$ cat src/rtl/sm83_pkg.sv
// sm83_pkg: shared register map, bus types and timer state encoding for the
// SM83 peripheral blocks.
package sm83_pkg;

  typedef logic [15:0] addr_t;
  typedef logic [7:0]  data_t;

  localparam addr_t TIMER_DIV_ADDR  = 16'hFF04;
  localparam addr_t TIMER_TIMA_ADDR = 16'hFF05;
  localparam addr_t TIMER_TMA_ADDR  = 16'hFF06;
  localparam addr_t TIMER_TAC_ADDR  = 16'hFF07;

  typedef enum logic [1:0] {
    RUN,
    OVF,
    RELOAD
  } timer_state_t;

  // Pick the divider bit that clocks TIMA for a given TAC clock-select field.
  function automatic logic tac_tap(input logic [1:0] clk_sel, input logic [15:0] cnt);
    logic t;
    case (clk_sel)
      2'b00:   t = cnt[9];
      2'b01:   t = cnt[3];
      2'b10:   t = cnt[5];
      default: t = cnt[7];
    endcase
    return t;
  endfunction

endpackage

$ cat src/rtl/sm83_timer.sv
// sm83_timer: DIV/TIMA/TMA/TAC timer block of the SM83 system.
// TIMA counts falling edges of the selected divider tap (gated by TAC[2]),
// so writes to DIV or TAC that pull the tap low also count.
// Build option SM83_TIMER_OVF_DELAY_EN: when defined, a TIMA wrap goes through
// a 3-clk OVF window (TIMA reads 0x00) and a 1-clk RELOAD before TMA is loaded;
// when undefined, TMA is loaded on the wrapping edge itself.
// irq_timer rises one clk after the clk on which TMA is loaded into TIMA.
module sm83_timer
  import sm83_pkg::*;
(
  input  logic  clk,
  input  logic  rst_n,
  input  addr_t addr,
  input  data_t w_data,
  input  logic  w_wen,
  output data_t r_data,
  output logic  sel,
  output logic  irq_timer
);

  logic [15:0] sys_cnt;
  data_t       tima;
  data_t       tma;
  logic [2:0]  tac;
  logic        tick;
  logic        tick_prev;
  logic        fall;
  logic        div_wr;
  logic        tima_wr;
  logic        tma_wr;
  logic        tac_wr;
  data_t       tima_nxt;
  logic        reload_evt;
  logic        reload_p0;

  assign sel     = (addr[15:2] == TIMER_DIV_ADDR[15:2]);
  assign div_wr  = w_wen && (addr == TIMER_DIV_ADDR);
  assign tima_wr = w_wen && (addr == TIMER_TIMA_ADDR);
  assign tma_wr  = w_wen && (addr == TIMER_TMA_ADDR);
  assign tac_wr  = w_wen && (addr == TIMER_TAC_ADDR);

  assign tick = tac[2] & tac_tap(tac[1:0], sys_cnt);
  assign fall = tick_prev & ~tick;

  // Read mux for the four timer registers; unused TAC bits read as ones.
  always_comb begin
    r_data = '0;
    if (sel) begin
      case (addr[1:0])
        2'd0:    r_data = sys_cnt[15:8];
        2'd1:    r_data = tima;
        2'd2:    r_data = tma;
        default: r_data = {5'b11111, tac};
      endcase
    end
  end

  // Free-running divider; any DIV write clears the whole 16-bit counter.
  always_ff @(posedge clk) begin
    if (!rst_n)      sys_cnt <= '0;
    else if (div_wr) sys_cnt <= '0;
    else             sys_cnt <= sys_cnt + 16'd1;
  end

  // TMA/TAC storage and tick history for falling-edge detection.
  always_ff @(posedge clk) begin
    if (!rst_n) begin
      tma       <= '0;
      tac       <= '0;
      tick_prev <= 1'b0;
    end else begin
      if (tma_wr) tma <= w_data;
      if (tac_wr) tac <= w_data[2:0];
      tick_prev <= tick;
    end
  end

`ifdef SM83_TIMER_OVF_DELAY_EN
  timer_state_t state;
  timer_state_t state_nxt;
  logic [1:0]   ovf_cnt;
  logic [1:0]   ovf_cnt_nxt;

  // Overflow sequencer state register.
  always_ff @(posedge clk) begin
    if (!rst_n) begin
      state   <= RUN;
      ovf_cnt <= '0;
    end else begin
      state   <= state_nxt;
      ovf_cnt <= ovf_cnt_nxt;
    end
  end

  // Next TIMA value and overflow sequencing; ticks are ignored outside RUN.
  always_comb begin
    state_nxt   = state;
    ovf_cnt_nxt = ovf_cnt;
    tima_nxt    = tima;
    reload_evt  = 1'b0;
    case (state)
      RUN: begin
        if (tima_wr) begin
          tima_nxt = w_data;
        end else if (fall) begin
          if (tima == 8'hFF) begin
            tima_nxt    = '0;
            state_nxt   = OVF;
            ovf_cnt_nxt = '0;
          end else begin
            tima_nxt = tima + 8'd1;
          end
        end
      end
      OVF: begin
        if (tima_wr) begin
          tima_nxt  = w_data;
          state_nxt = RUN;
        end else begin
          ovf_cnt_nxt = ovf_cnt + 2'd1;
          if (ovf_cnt == 2'd2) state_nxt = RELOAD;
        end
      end
      RELOAD: begin
        tima_nxt   = tma_wr ? w_data : tma;
        reload_evt = 1'b1;
        state_nxt  = RUN;
      end
      default: state_nxt = RUN;
    endcase
  end
`else
  // Next TIMA value; a wrap reloads TMA on the same edge.
  always_comb begin
    tima_nxt   = tima;
    reload_evt = 1'b0;
    if (tima_wr) begin
      tima_nxt = w_data;
    end else if (fall) begin
      if (tima == 8'hFF) begin
        tima_nxt   = tma;
        reload_evt = 1'b1;
      end else begin
        tima_nxt = tima + 8'd1;
      end
    end
  end
`endif

  // TIMA register.
  always_ff @(posedge clk) begin
    if (!rst_n) tima <= '0;
    else        tima <= tima_nxt;
  end

  // Interrupt request: one-clk pulse, one clk after the reload edge.
  always_ff @(posedge clk) begin
    if (!rst_n) begin
      reload_p0 <= 1'b0;
      irq_timer <= 1'b0;
    end else begin
      reload_p0 <= reload_evt;
      irq_timer <= reload_p0;
    end
  end

endmodule

$ cat config.mk
export PLATFORM = sky130hd
export DESIGN_NAME = sm83_timer
export DESIGN_NICKNAME = d
export VERILOG_FILES = /design/src/rtl/sm83_pkg.sv /design/src/rtl/sm83_timer.sv
export SDC_FILE = /design/constraint.sdc
export NUM_CORES = 1
export LEC_CHECK = 0
export BUFFER_PORTS_ARGS = -buffer_cell sky130_fd_sc_hd__buf_2
export CORE_MARGIN = 5
export CORE_UTILIZATION = 40
export DETAILED_ROUTE_END_ITERATION = 10
export SYNTH_ARGS = -nofsm -noshare
export SYNTH_HDL_FRONTEND = slang
export SYNTH_SLANG_ARGS = --single-unit
$ cat constraint.sdc
create_clock -name clk -period 5.8 [get_ports clk]
set_clock_uncertainty 0.2 [all_clocks]
set_input_delay 0.29 -clock clk [delete_from_list [all_inputs] [get_ports clk]]
set_output_delay 0.29 -clock clk [all_outputs]
set_load 0.05 [all_outputs]
==> results.md, run 1 <==
- Syn Area/Cell: 9.28 µm²
- Hold path cells: 3
- CP max FO: 14
- Final wirelength: 4710 µm
- CTS H-tree depth: 2
- Ys Warns: 0
- Synth Area in Adders: 1.23%
- Post-synth EDFFs: 0
- XOR/XNOR Fraction of Synth Area: 6.47%
- Primary FF master, synth: dfxtp_1
- First drt pass iteration count: 4
- Fraction of layout cells with a size suffix above 1: 24.7%
- Core Area: 0.00501 mm²
- Worst Setup Path Type: in2out
- PD cells: 203 mW/mm²
- Dominant cells by area after synthesis: dfxtp_1 (37%), mux2i_1 (7.4%), nor2_1 (5.9%)
- Ant. Diodes: 0
- Max-slew violations: 0
- Maximum clock rate: about 0.37 GHz
- Rows: 26
- Clock transition at path regs: 0.08 ns
- P&R area growth vs syn: 14.6%
- Status: completed
- Worst-path cell chain: buf_2, or4b_4, nor4_4, o221a_2, buf_2
- Routed WL per cell: ~15 µm
- Post-Synth Simple-Gate Area: 24.6%
- Die Wd: 81.3 µm
- VDD IR-drop max: 0.0883 mV
- R2R cell count: 6
- Die Y: ~81 µm
- First DRT Iteration DRCs: 61
- CP dominant cell by count: buf_2
- TNS Setup: 0 ns
- FFs w/ async S/R, synth: 0%
- Final Wtd Congestion: 0.802
- Leakage: ~0.98 nW
- Nets@finish: 279
- Hold Path Class: in2reg
- GRT Util Overall: 15.1%
- Final Critical Period: 2.71 ns
- Grt ovf: 0
- Final Cycle Share: 46.8%
- Post-route cell area: ~0.0023 mm²
- CTS max path bufs: 2
- Post-CTS Setup Bufs: 0
- DR vias: 1664
- Largest family of logic cells by synthesized area: simple AND/OR/NAND/NOR gates
- Num CTS Buffers: 5
- Vias in the first global route: 1586
- Most frequent cell after synthesis: dfxtp_1
- Post_cts resized: 0
- Yosys reg bits: 38
- Post-Synthesis Cells: between 200 and 250
- First-pass GRT wire length: 7650 µm
- Cell Area, Placed: 0.00224 mm²
- Worst Tran Pin Value: just under 0.8 ns
- CP Data Arrival Time: 2.22 ns
- CTS sink count: 38
- List of most frequent post-synthesis cells: dfxtp_1 (38), nor2_1 (32), mux2i_1 (15), nand2_1 (14), xor2_1 (13)
- Critical Path RT: around 5.3 ns
- IO buf count: 36
- Inst Count DP: between 300 and 400
- Post-synthesis cell type count: 44
- Tot Pwr: 0.473 mW
- Area share of the largest cell type after synthesis: 37.4%
- Worst skew pair latency: 0.29 ns
- Hold_sp: w_data[3]
- Antenna viol nets, final: 0
- MaxCap Viol Count: 0
- Dpl hpwl: 3570 µm
- Cell Area, Synth: 0.00203 mm²
- WHS Endpoint: tma[3]$_SDFFE_PN0P_
- Slowest cell delay on critical path: 0.71 ns
- Worst Setup Start Kind: input pin
- CTS tree: built
- Full die area: 0.00661 mm²
- Post-synthesis compound-gate area fraction: 13.8%
- RSZ-0062 raised after global routing: false
- Reg2reg setup slack: ~3.7 ns
- Initial core utilization: between 40% and 50%
- Initial antenna violation count: 0
- Worst reg2reg path startpoint: tima[0]$_SDFFE_PN0P_
- Largest net degree at the start of global routing: 17
- DRC: 0
- Root Driver: clkbuf_8
- Mux cell area share after synthesis: 12.9%
- Detailed-route vias per instance: 5.18
- Setup violators final: 0
- Syn Nets: ~250
- Post-CTS Hold Buffers: 0
- Final count of hold timing violations: 0
- Non-Filler Instances: 321
- Worst path slowest cell: nor4_4
- Seq/Total Area, Yosys: a little under two fifths
- Cell taking the most area after synthesis: dfxtp_1
- Relative slew slack: 48.1%
- CP endpoint kind: primary output
- Ports: 37
- FF-to-FF End: tima[1]$_SDFFE_PN0P_
critical path: cells and delay by family:
family | cells | cell delay, ns
simple gates | 2 | 1.25
buf+inv | 2 | 0.35
compound gates | 1 | 0.33
worst max path at each step:
| stage | start | end | slack, ns | cells after the start |
|---|---|---|---|---|
| 2_1_floorplan | addr[3] | r_data[0] | 3.37 | 4 |
| 3_3_place_gp | addr[3] | tma[3]$_SDFFE_PN0P_ | 2.86 | 6 |
| 3_5_place_dp | addr[3] | tma[3]$_SDFFE_PN0P_ | 2.83 | 6 |
| 4_1_cts | addr[3] | r_data[5] | 3.11 | 5 |
| 5_1_grt | addr[3] | tma[0]$_SDFFE_PN0P_ | 2.95 | 6 |
| 6_report | addr[3] | r_data[6] | 3.09 | 5 |
power breakdown:
group	internal [mW]	switching (mW)	total, mW
clock	0.0844	0.0966	0.181
sequential	0.262	0.00198	0.264
combinational	0.0117	0.0157	0.0274
total	0.358	0.114	0.473
layout make-up:
type / instances / area, µm²
Fill cell: 510 / 2680
Clock buffer: 5 / 68.8
Sequential cell: 38 / 761
Inverter: 3 / 11.3
Tap cell: 70 / 87.6
Multi-Input combinational cell: 166 / 1200
Timing Repair Buffer: 36 / 180
Clock inverter: 3 / 21.3
cell usage in the layout, fill, tap and decap left out, drive strengths merged, types with 2 or more instances in the layout:
cell type,synthesis,final
dfxtp,38,38
buf,4,36
nor2,32,32
mux2i,15,15
nand2,15,15
xor2,13,13
nand3,10,10
nand4,8,8
a21oi,7,7
o21ai,7,7
o221a,6,6
clkbuf,8,5
nand2b,4,4
nand4b,4,4
and2,4,4
mux2,4,4
and3,4,4
mux4,3,3
inv,3,3
and4,3,3
a211o,3,3
a21boi,3,3
or3,2,2
xnor2,2,2
ha,2,2
nor4,2,2
clkinv,0,2
state kept, by name, summed over array words and instances (netlist names):
name       count
tick_prev      1
reload_p0      1
irq_timer      1
tima           8
tac            3
tma            8
sys_cnt       16
cell families after synthesis:
group	Yosys count
multiplexers	22
XOR/XNOR	15
buffers and inverters	15
AND/OR/NAND/NOR	91
AO/OA/AOI/OAI	36
adder cells (fa/ha/maj)	2
flip-flops	38
per-stage QoR:
step	utilization (%)	hold slack, ns	setup WS [ns]
final	46.5	0.0535	3.09
after global routing	46.5	0.0565	2.95
after CTS	46.5	0.0471	3.11
after detailed placement	44.7	0.220	2.83
after global placement	44.7	0.217	2.86
after floorplan	-	0.212	3.37
per-layer routing:
layer  up-vias  wire, µm  part of all wire (%)  track usage (%)
met5         -         0                     0                0
met4         0        53                   1.1             4.56
met3         4       310                   6.6             4.55
met2        41      2190                    46             25.0
met1       759      2160                    46             18.9
li1        860         -                     -                -
No activity file was read; power rests on OpenSTA's default activity.
==> inputs of run 2 (changes only) <==
--- a/config.mk
+++ b/config.mk
@@ -5,6 +5,7 @@
 export SDC_FILE = /design/constraint.sdc
 export NUM_CORES = 1
 export LEC_CHECK = 0
+export ABC_AREA = 1
 export BUFFER_PORTS_ARGS = -buffer_cell sky130_fd_sc_hd__buf_2
 export CORE_MARGIN = 5
 export CORE_UTILIZATION = 40
==> constraint.sdc (replaced) <==
create_clock -name clk -period 2.7 [get_ports clk]
set_clock_uncertainty 0.2 [all_clocks]
set_input_delay 0.135 -clock clk [delete_from_list [all_inputs] [get_ports clk]]
set_output_delay 0.135 -clock clk [all_outputs]
set_load 0.05 [all_outputs]
==> run 2 against run 1 <==
  * Global-route usage grew 2.1 points
  * Hold slack gained 0.024 ns
  * Critical endpoint is now r_data[7]
  * Critical path type is now reg2out
  * Worst setup slack lost 2.3 ns
  * First-iteration DRC count grew to 3.0 times the previous value
  * Sequential power grew 110%
==> results.md, run 2 <==
- Worst setup margin: 0.825 ns (was 3.09 ns)
- Die Wd: 88.2 µm (was 81.3 µm)
- Largest net degree at the start of global routing: 22 (was 17)
- Final Wtd Congestion: 0.905 (was 0.802)
- Area share of the largest cell type after synthesis: 31.1% (was 37.4%)
- Post-synthesis cell type count: 35 (was 44)
- Worst Setup Start Kind: register (was input pin)
- Grt ovf: 0 (unchanged)
- Max-slew violations: 0 (unchanged)
- Crit path max-delay family: compound AO/OA/AOI/OAI gates (was simple AND/OR/NAND/NOR gates)
- Root Driver: clkbuf_8 (unchanged)
- Slowest cell delay on critical path: 0.40 ns (was 0.71 ns)
- Clock transition at path regs: 0.08 ns (about the same)
- Most frequent cells in the layout: nand2_1 (79), dfxtp_1 (38), buf_2 (36), inv_1 (32), a21oi_1 (30) (was dfxtp_1 (38), buf_2 (36), nor2_1 (32), mux2i_1 (15), nand2_1 (14))
- Cell Area, Placed: 0.00267 mm² (was 0.00224 mm²)
- MaxCap Viol Count: 0 (unchanged)
- Vias in the first global route: 2213 (was 1586)
- Critical Path RT: 2.37 ns (was 5.31 ns)
- Hold Path Class: in2reg (unchanged)
- PD cells: 403 mW/mm² (was 203 mW/mm²)
- Full die area: 0.00777 mm² (was 0.00661 mm²)
- Final Cycle Share: 69.4%
- Post-Synthesis Cells: 350 (was 219)
- CP Data Arrival Time: 1.54 ns (was 2.22 ns)
- Cell taking the most area after synthesis: dfxtp_1 (unchanged)
- P&R area growth vs syn: 16.8% (was 14.6%)
- Ys Warns: 0 (unchanged)
- CP Buf/Inv Count: 2 (unchanged)
- Top flop regs: sys_cnt: 16 flops, tima: 8 flops, tma: 8 flops (unchanged)
- VDD IR-drop max: 0.228 mV (was 0.0883 mV)
- CP dominant cell by count: a21oi_1 (was buf_2)
- Relative slew slack: 70.7% (was 48.1%)
- First-pass GRT wire length: 10600 µm (was 7650 µm)
- Storage cell area: 761 µm² (unchanged)
- First DRT Iteration DRCs: 180 (was 61)
- DR vias: 2339 (was 1664)
- Worst skew pair latency: 0.29 ns (about the same)
- GRT Util Overall: 17.3% (was 15.1%)
- Worst-path cell chain: inv_1, o22ai_1, a21oi_1, a21oi_1, buf_2 (was buf_2, or4b_4, nor4_4, o221a_2, buf_2)
- Post-Place Setup Slack: 0.966 ns (was 2.83 ns)
- CTS H-tree depth: 2 (unchanged)
- Status: completed (unchanged)
- CP max FO: 5 (was 14)
- Most common cell after layout, fill and taps aside: nand2_1 (was dfxtp_1)
- CTS tree: built (unchanged)
- Syn Nets: 379 (was 248)
- Cell Area, Synth: 0.00244 mm² (was 0.00203 mm²)
- CTS max path bufs: 2 (unchanged)
- Max reg flops: 16 (unchanged)
- Dpl hpwl: 4850 µm (was 3570 µm)
- Dominant cells by area after synthesis: dfxtp_1 (31%), nand2_1 (12%), a21oi_1 (6.1%) (was dfxtp_1 (37%), mux2i_1 (7.4%), nor2_1 (5.9%))
- Fillers: 597 (was 510)
- Post-CTS Hold Buffers: 8 (was 0)
- Most frequent cell after synthesis: nand2_1 (was dfxtp_1)
- Initial antenna violation count: 0 (unchanged)
- Routed WL per cell: 13.4 µm (was 14.7 µm)
- Syn Area/Cell: 6.98 µm² (was 9.28 µm²)
- Setup violators final: 0 (unchanged)
- Post-CTS Setup Bufs: 0 (unchanged)
- Leakage: 1.19 nW (was 0.978 nW)
- Die Y: 88.2 µm (was 81.3 µm)
- Num CTS Buffers: 5 (unchanged)
- Worst path slowest cell: dfxtp_1 (was nor4_4)
- Antenna viol nets, final: 0 (unchanged)
- IO buf count: 36 (unchanged)
- Final wirelength: 6280 µm (was 4710 µm)
- DRC: 0 (unchanged)
- Yosys reg bits: 38 (unchanged)
- TNS Setup: 0 ns (unchanged)
- Post-route cell area: 0.00286 mm² (was 0.00233 mm²)
- Final count of hold timing violations: 0 (unchanged)
- Initial core utilization: 41.3% (was 40.6%)
- Ant. Diodes: 0 (unchanged)
- CP endpoint kind: primary output (unchanged)
- Seq/Total Area, Yosys: 31.1% (was 37.4%)
- Ports: 37 (unchanged)
- Primary FF master, synth: dfxtp_1 (unchanged)
- RSZ-0062 raised after global routing: false (unchanged)
- Core Area: 0.00592 mm² (was 0.00501 mm²)
- Detailed-route vias per instance: 4.98 (was 5.18)
- List of most frequent post-synthesis cells: nand2_1 (79), dfxtp_1 (38), inv_1 (32), a21oi_1 (30), nor2_1 (29) (was dfxtp_1 (38), nor2_1 (32), mux2i_1 (15), nand2_1 (14), xor2_1 (13))
- Worst Tran Pin Value: 0.440 ns (was 0.773 ns)
- Final Critical Period: ~1.9 ns
- Fraction of layout cells with a size suffix above 1: 25.8% (was 24.7%)
- Rows: 28 (was 26)
- FFs w/ async S/R, synth: 0% (unchanged)
- Maximum clock rate: between 0.5 and 0.6 GHz
- Post-synth EDFFs: 0 (unchanged)
- Post_cts resized: 0 (unchanged)
- Worst Setup Path Type: reg2out (was in2out)
- First drt pass iteration count: 4 (unchanged)
- Nets@finish: 423 (was 279)
- CTS sink count: 38 (unchanged)
- Multi-input combinational cell area: 0.00147 mm² (was 0.00120 mm²)
- Most flop-heavy register: sys_cnt (unchanged)
## run 2: changes by cell type after synthesis, moves of 11 or more
| cell | previous run | this run |
|---|---|---|
| a21oi_1 | 7 | 30 |
| mux2i_1 | 15 | 0 |
| o21ai_0 | 7 | 20 |
| nand3_1 | 10 | 27 |
| nand2_1 | 14 | 79 |
| inv_2 | 0 | 11 |
| inv_1 | 3 | 32 |
## run 2: report_power, final
| part | switching [mW] | total (mW) | internal [mW] |
|---|---|---|---|
| Clock | 0.214 | 0.486 | 0.272 |
| Combinational | 0.0617 | 0.0979 | 0.0363 |
| Sequential | 0.00322 | 0.567 | 0.564 |
| Total | 0.279 | 1.15 | 0.872 |
## run 2: logic make-up (layout without fill, tap and decap cells)
logic type	Yosys count	count (layout)	synth area share [%]
and+or+nand+nor	187	187	41.7
AOI/OAI and AO/OA	66	66	15.1
buffers and inverters	51	96	8.91
DFF	38	38	31.1
xor gates and xnor gates	6	6	2.15
adders and majority gates	2	2	1.02
## run 2: final timing paths
path	from	end	slack, ns	depth (start not counted)
max	tima[7]$_SDFFE_PN0P_	r_data[7]	0.82	5
min	rst_n	tma[2]$_SDFFE_PN0P_	0.08	3
max reg2reg	tima[0]$_SDFFE_PN0P_	tima[3]$_SDFFE_PN0P_	0.94	11
min reg2reg	reload_p0$_SDFF_PP0_	irq_timer$_SDFF_PN0_	0.22	2
## run 2: stage by stage
stage	hold slack [ns]	power, mW	util (%)	instances
after global routing	0.0995	1.19	48.2	470
after global placement	0.201	0.668	45.0	454
after CTS	0.0788	1.16	48.2	470
after detailed placement	0.199	0.669	45.0	454
after floorplan	0.0697	0.633	-	350
final	0.0771	1.15	48.2	470
## run 2: layout make-up
class	count	share of cell area [%]
multi-input cells	261	51.3
clock inverters	3	1.40
repair buffers	44	9.11
flip-flops and latches	38	26.6
clock buffers	5	2.41
inverters	44	5.83
well taps	75	3.29
## run 2: metal layers
metal	part of all wire (%)	GRT usage, %	up-vias
li1	-	-	1224
met1	48	23.6	1048
met2	45	28.3	62
met3	6.1	2.73	5
met4	0.75	4.40	0
met5	0	0	-
## run 2: worst reg2reg max path, delay by kind of cell (launching register included)
| kind | cells | cell delay, ns |
|---|---|---|
| buffers and inverters | 1 | 0.14 |
| AOI/OAI and AO/OA | 1 | 0.10 |
| and+or+nand+nor | 8 | 0.63 |
| DFF | 1 | 0.41 |
| adders and majority gates | 1 | 0.21 |
